**config.mk**
```make
export PLATFORM = sky130hd
export DESIGN_NAME = wrr_burst_arbiter
export DESIGN_NICKNAME = d
export VERILOG_FILES = /design/src/rtl/wrr_burst_arbiter.sv
export SDC_FILE = /design/constraint.sdc
export NUM_CORES = 1
export LEC_CHECK = 0
export CAP_MARGIN = 10
export CORE_MARGIN = 10
export CORE_UTILIZATION = 38
export CTS_BUF_LIST = sky130_fd_sc_hd__clkbuf_16
export CTS_CLUSTER_DIAMETER = 100
export DETAILED_ROUTE_END_ITERATION = 10
export PLACE_DENSITY = 0.77
export SETUP_SLACK_MARGIN = 0.15
export SKIP_CTS_REPAIR_TIMING = 1
export SLEW_MARGIN = 20
export SYNTH_ARGS = -nofsm -noshare
export SYNTH_HDL_FRONTEND = slang
export SYNTH_SLANG_ARGS = --single-unit
export TNS_END_PERCENT = 30
```
**constraint.sdc**
```tcl
create_clock -name clk -period 1.81 [get_ports clk]
set_input_delay 0.181 -clock clk [delete_from_list [all_inputs] [get_ports clk]]
set_output_delay 0.181 -clock clk [all_outputs]
set_load 0.02 [all_outputs]
```
**src/rtl/wrr_burst_arbiter.sv**
```systemverilog
// wrr_burst_arbiter: weighted round-robin arbiter that locks the grant for whole bursts, up to weight bursts per turn
module wrr_burst_arbiter #(
  parameter int N     = 4,
  parameter int WGT_W = 4,
  parameter int IDX_W = $clog2(N)
) (
  input  logic               clk,
  input  logic               reset_n,
  input  logic [N-1:0]       req_i,
  input  logic [N-1:0]       last_i,
  input  logic [N*WGT_W-1:0] weight_i,
  input  logic               ready_i,
  output logic [N-1:0]       gnt_o,
  output logic               gnt_valid_o,
  output logic [IDX_W-1:0]   gnt_idx_o
);
  typedef enum logic {IDLE, GRANT} state_t;
  state_t             r_state, w_state;
  logic [N-1:0]       r_gnt, w_gnt;
  logic [IDX_W-1:0]   r_idx, w_idx, r_ptr, w_ptr, w_hi, w_lo, w_win;
  logic [WGT_W-1:0]   r_credit, w_credit, w_wgt, w_dec;
  logic               w_any_hi, w_req, w_eob, w_release;
  always_comb begin
    w_hi     = '0;
    w_lo     = '0;
    w_any_hi = 1'b0;
    for (int i = N - 1; i >= 0; i--) begin
      if (req_i[i]) w_lo = IDX_W'(i);
      if (req_i[i] && i >= int'(r_ptr)) begin
        w_hi     = IDX_W'(i);
        w_any_hi = 1'b1;
      end
    end
    w_win = w_any_hi ? w_hi : w_lo;
    w_wgt = weight_i[w_win*WGT_W +: WGT_W];
  end
  // Only the granted requester's handshake matters while locked.
  assign w_req     = req_i[r_idx];
  assign w_eob     = w_req & ready_i & last_i[r_idx];
  assign w_dec     = (r_credit == '0) ? '0 : r_credit - WGT_W'(1);
  assign w_release = !w_req || (w_eob && w_dec == '0);
  always_comb begin
    w_state  = r_state;
    w_gnt    = r_gnt;
    w_idx    = r_idx;
    w_ptr    = r_ptr;
    w_credit = r_credit;
    if (r_state == IDLE) begin
      if (|req_i) begin
        w_state  = GRANT;
        w_gnt    = N'(1) << w_win;
        w_idx    = w_win;
        w_credit = (w_wgt == '0) ? WGT_W'(1) : w_wgt;
      end
    end else begin
      w_credit = w_eob ? w_dec : r_credit;
      if (w_release) begin
        w_state = IDLE;
        w_gnt   = '0;
        w_idx   = '0;
        w_ptr   = (r_idx == IDX_W'(N - 1)) ? '0 : r_idx + IDX_W'(1);
      end
    end
  end
  always_ff @(posedge clk or negedge reset_n) begin
    if (!reset_n) begin
      r_state  <= IDLE;
      r_gnt    <= '0;
      r_idx    <= '0;
      r_ptr    <= '0;
      r_credit <= '0;
    end else begin
      r_state  <= w_state;
      r_gnt    <= w_gnt;
      r_idx    <= w_idx;
      r_ptr    <= w_ptr;
      r_credit <= w_credit;
    end
  end
  assign gnt_o       = r_gnt;
  assign gnt_valid_o = |r_gnt;
  assign gnt_idx_o   = r_idx;
endmodule
```
==> impl_metrics.prom <==
# TYPE chip_impl_metric gauge
chip_impl_info{name="critical_path.endpoint_type",value="register"} 1
chip_impl_metric{name="power_density",unit="nW/µm²"} 1610
chip_impl_metric{name="num_antenna_cells",unit=""} 0
chip_impl_metric{name="drt_drc_violations_left",unit=""} 0
chip_impl_info{name="cell_at_the_slowest_stage_of_the_critical_path",value="sky130_fd_sc_hd__dfrtp_2"} 1
chip_impl_metric{name="stdcell_count",unit=""} 183
chip_impl_metric{name="initial_antenna_violation_count",unit=""} 0
chip_impl_metric{name="dieWidth",unit="µm"} 67.9
chip_impl_metric{name="synth_enable_flop_cells",unit=""} 0
chip_impl_metric{name="io_buffers",unit=""} 33
chip_impl_metric{name="placedCellCount",unit=""} 178
chip_impl_metric{name="grt_pass1_vias",unit=""} 984
chip_impl_metric{name="power",unit="W"} 0.00237
chip_impl_metric{name="yosys_register_bits",unit=""} 13
chip_impl_info{name="timing.setup.critical_path_class",value="reg -> reg"} 1
chip_impl_metric{name="fin_crit",unit="ns"} 1.75
chip_impl_metric{name="finalNetCount",unit=""} 184
chip_impl_metric{name="worst-endpoint-required",unit="ns"} 1.97
chip_impl_metric{name="grt_first_pass_wirelength",unit="µm"} 4850
chip_impl_info{name="timing.critical_path.cells",value="nand2b_1 -> a21o_1 -> and2_2 -> a21oi_2 -> a22oi_1 -> a211o_1 -> a21oi_1"} 1
chip_impl_metric{name="drt_first_iter_violations",unit=""} 59
chip_impl_metric{name="clkSlewWorstSetupHoldPaths",unit="ns"} 0.04
chip_impl_metric{name="route.vias.total",unit=""} 972
chip_impl_metric{name="cellLeakagePower",unit="nW"} 0.690
chip_impl_metric{name="area_growth",unit="%"} 68.9
chip_impl_metric{name="max_stage_delay",unit="ns"} 0.44
chip_impl_metric{name="cts_made_buffers",unit=""} 3
chip_impl_info{name="netlist_top_cells_count",value="20 x sky130_fd_sc_hd__nand2_1, 13 x sky130_fd_sc_hd__dfrtp_1, 7 x sky130_fd_sc_hd__nand3_1, 6 x sky130_fd_sc_hd__a21oi_1, 6 x sky130_fd_sc_hd__nor2_1"} 1
chip_impl_metric{name="first_pass_iters",unit=""} 4
chip_impl_metric{name="detailed_place_hpwl",unit="µm"} 2290
chip_impl_metric{name="post_syn_area",unit="µm²"} 872
chip_impl_metric{name="nFillCells",unit=""} 181
chip_impl_metric{name="yosysTopAreaCellShare",unit="%"} 37.3
chip_impl_metric{name="maxSlewHeadroom",unit="%"} 60.4
chip_impl_metric{name="synth.distinct_cells",unit=""} 36
chip_impl_info{name="grt_setup_unrepaired",value="true"} 1
chip_impl_metric{name="cts.path.max_buffers",unit=""} 2
chip_impl_metric{name="globalplace.congestion",unit=""} 0.794
chip_impl_metric{name="critPathMaxFanout",unit=""} 7
chip_impl_info{name="synth_top_area_cell",value="sky130_fd_sc_hd__dfrtp_1"} 1
chip_impl_metric{name="max_clock_freq",unit="MHz"} 570
chip_impl_metric{name="post_synthesis_sequential_area_ratio",unit="%"} 37.3
chip_impl_info{name="ctsRootBufferMaster",value="sky130_fd_sc_hd__clkbuf_16"} 1
chip_impl_metric{name="route.antenna.remaining_nets",unit=""} 0
chip_impl_metric{name="arrival",unit="ns"} 1.92
chip_impl_metric{name="hold_viol_final",unit=""} 0
chip_impl_metric{name="global_route.overflow_total",unit=""} 0
chip_impl_metric{name="worst_hold_slack",unit="ns"} 0.318
chip_impl_metric{name="maximum_number_of_pins_on_one_net_before_global_route_repair",unit=""} 14
chip_impl_metric{name="maxCapViolations",unit=""} 0
chip_impl_metric{name="initial_cell_density_of_the_core",unit="%"} 39.8
chip_impl_info{name="cts_tree",value="yes"} 1
chip_impl_metric{name="clkSinkCount",unit=""} 13
chip_impl_metric{name="synth-warning-count",unit=""} 0
chip_impl_metric{name="clock_insertion_delay_worst_skew",unit="ns"} 0.24
chip_impl_metric{name="final_min_period_over_clock_period",unit="%"} 96.9
chip_impl_metric{name="clock-skew-final",unit="ns"} 0.00336
chip_impl_metric{name="die_area",unit="µm²"} 4610
chip_impl_info{name="hold_class",value="in -> async"} 1
chip_impl_metric{name="setup_viol",unit=""} 0
chip_impl_metric{name="grt.total_usage",unit="%"} 13.6
chip_impl_metric{name="route.detailed.vias_per_inst",unit=""} 5.31
chip_impl_info{name="ys.flop_type",value="sky130_fd_sc_hd__dfrtp_1"} 1
chip_impl_info{name="synth_top_cells_by_area",value="sky130_fd_sc_hd__dfrtp_1 37%, sky130_fd_sc_hd__nand2_1 8.6%, sky130_fd_sc_hd__mux2i_1 4.6%"} 1
chip_impl_metric{name="vdd_ir_drop_max",unit="mV"} 0.959
chip_impl_metric{name="rrSetupSlack",unit="ns"} 0.06
chip_impl_metric{name="drv_slew",unit=""} 0
chip_impl_metric{name="row_count",unit=""} 17
chip_impl_info{name="yosysMostFrequentCell",value="sky130_fd_sc_hd__nand2_1"} 1
chip_impl_metric{name="die_height",unit="µm"} 67.9
chip_impl_metric{name="io-pin-count",unit=""} 34
chip_impl_metric{name="drt-wirelength-per-cell",unit="µm"} 15.6
chip_impl_metric{name="coreArea",unit="µm²"} 2190
chip_impl_metric{name="final_core_utilization",unit="%"} 67.2
chip_impl_metric{name="final_layout_size_suffix_gt1_share",unit="%"} 22.6
chip_impl_metric{name="syn-num-nets",unit=""} 132
chip_impl_metric{name="netlist_instances",unit=""} 104
chip_impl_metric{name="detail_route.wirelength",unit="µm"} 2860
chip_impl_metric{name="share_of_async_settable_or_async_resettable_flops_after_synthesis",unit="%"} 100
chip_impl_metric{name="timing_worst_slew_pin_value",unit="ns"} 0.592
chip_impl_metric{name="htree_levels",unit=""} 1
chip_impl_metric{name="synth_area_per_inst",unit="µm²"} 8.39
chip_impl_info{name="critPathLaunchType",value="register"} 1
chip_impl_metric{name="final.setup.tns",unit="ns"} 0
chip_impl_info{name="outcome",value="finished, final reports clean"} 1
## worst paths after layout
path	start	to	cells after the start
max in group asynchronous	reset_n	r_ptr[1]$_DFFE_PN0P_	1
min in group clk	gnt_o[3]$_DFFE_PN0P_	gnt_o[3]$_DFFE_PN0P_	1
worst max-delay path	r_ptr[1]$_DFFE_PN0P_	r_credit[0]$_DFFE_PN0P_	7
worst min-delay path	reset_n	gnt_o[1]$_DFFE_PN0P_	1
worst max register to register	r_ptr[1]$_DFFE_PN0P_	r_credit[0]$_DFFE_PN0P_	7
worst min register to register	gnt_o[3]$_DFFE_PN0P_	gnt_o[3]$_DFFE_PN0P_	1
## logic make-up after synthesis
logic type,count (synthesis),share of synthesized area (%)
simple gates,48,26.3
compound gates,31,24.7
flops,13,37.3
mux,7,8.46
buf+inv,4,1.86
fa+ha+maj,1,1.43
## per-layer routing
layer	track usage, %	vias to the layer above	wire length, µm
li1	-	487	-
met1	16.3	448	1220
met2	22.4	33	1370
met3	2.61	4	224
met4	7.54	0	46
met5	0	-	0
## placed cells by master (no fill, tap or decap), types with 2 or more instances in the layout
cell type / instances
sky130_fd_sc_hd__clkdlybuf4s50_1: 28
sky130_fd_sc_hd__nand2_1: 20
sky130_fd_sc_hd__buf_4: 16
sky130_fd_sc_hd__dfrtp_1: 10
sky130_fd_sc_hd__nand3_1: 7
sky130_fd_sc_hd__nor2_1: 6
sky130_fd_sc_hd__a21oi_1: 5
sky130_fd_sc_hd__dlymetal6s2s_1: 5
sky130_fd_sc_hd__mux2i_1: 4
sky130_fd_sc_hd__o21ai_0: 4
sky130_fd_sc_hd__inv_1: 3
sky130_fd_sc_hd__a21o_1: 3
sky130_fd_sc_hd__o31ai_1: 3
sky130_fd_sc_hd__clkbuf_16: 3
sky130_fd_sc_hd__dfrtp_2: 3
sky130_fd_sc_hd__nor4_1: 2
sky130_fd_sc_hd__mux2_2: 2
sky130_fd_sc_hd__a21oi_2: 2
sky130_fd_sc_hd__nand2b_1: 2
sky130_fd_sc_hd__a211o_1: 2
sky130_fd_sc_hd__and2_4: 2
sky130_fd_sc_hd__a22oi_1: 2
sky130_fd_sc_hd__nor3_1: 2
sky130_fd_sc_hd__a22o_1: 2
## worst max-delay path: cells and delay by family (launching register included)
| family | cells | cell delay [ns] |
|---|---|---|
| AO/OA/AOI/OAI | 5 | 0.87 |
| AND/OR/NAND/NOR | 2 | 0.38 |
| flip-flops | 1 | 0.44 |
## registers in the layout, summed over array words and instances, names as in the netlist
| signal | cells |
|---|---|
| gnt_idx_o | 2 |
| r_state | 1 |
| r_ptr | 2 |
| r_credit | 4 |
| gnt_o | 4 |
## final cells by class
type	count	area [µm²]	share of cell area, %
flip-flops and latches	13	329	22.3
well taps	28	35.0	2.38
repair buffers	49	463	31.4
clock buffers	3	75.1	5.10
inverters	2	7.51	0.510
clock inverters	1	3.75	0.255
multi-input cells	87	559	38.0
## power by group
| group | internal [W] | leakage [nW] | switching (W) |
|---|---|---|---|
| clock | 0.000291 | 0.0423 | 0.000119 |
| sequential | 0.000440 | 0.158 | 0.000180 |
| combinational | 0.000697 | 0.490 | 0.000639 |
## per-stage QoR
stage | area [µm²] | worst slack, ns
after floorplan | 885 | 0.0767
after global placement | 1350 | -0.186
after detailed placement | 1350 | -0.233
after CTS | 1430 | -0.0992
after global routing | 1470 | -0.0751
final | 1470 | 0.0556
Note: power is estimated with default switching activity, not from simulation.
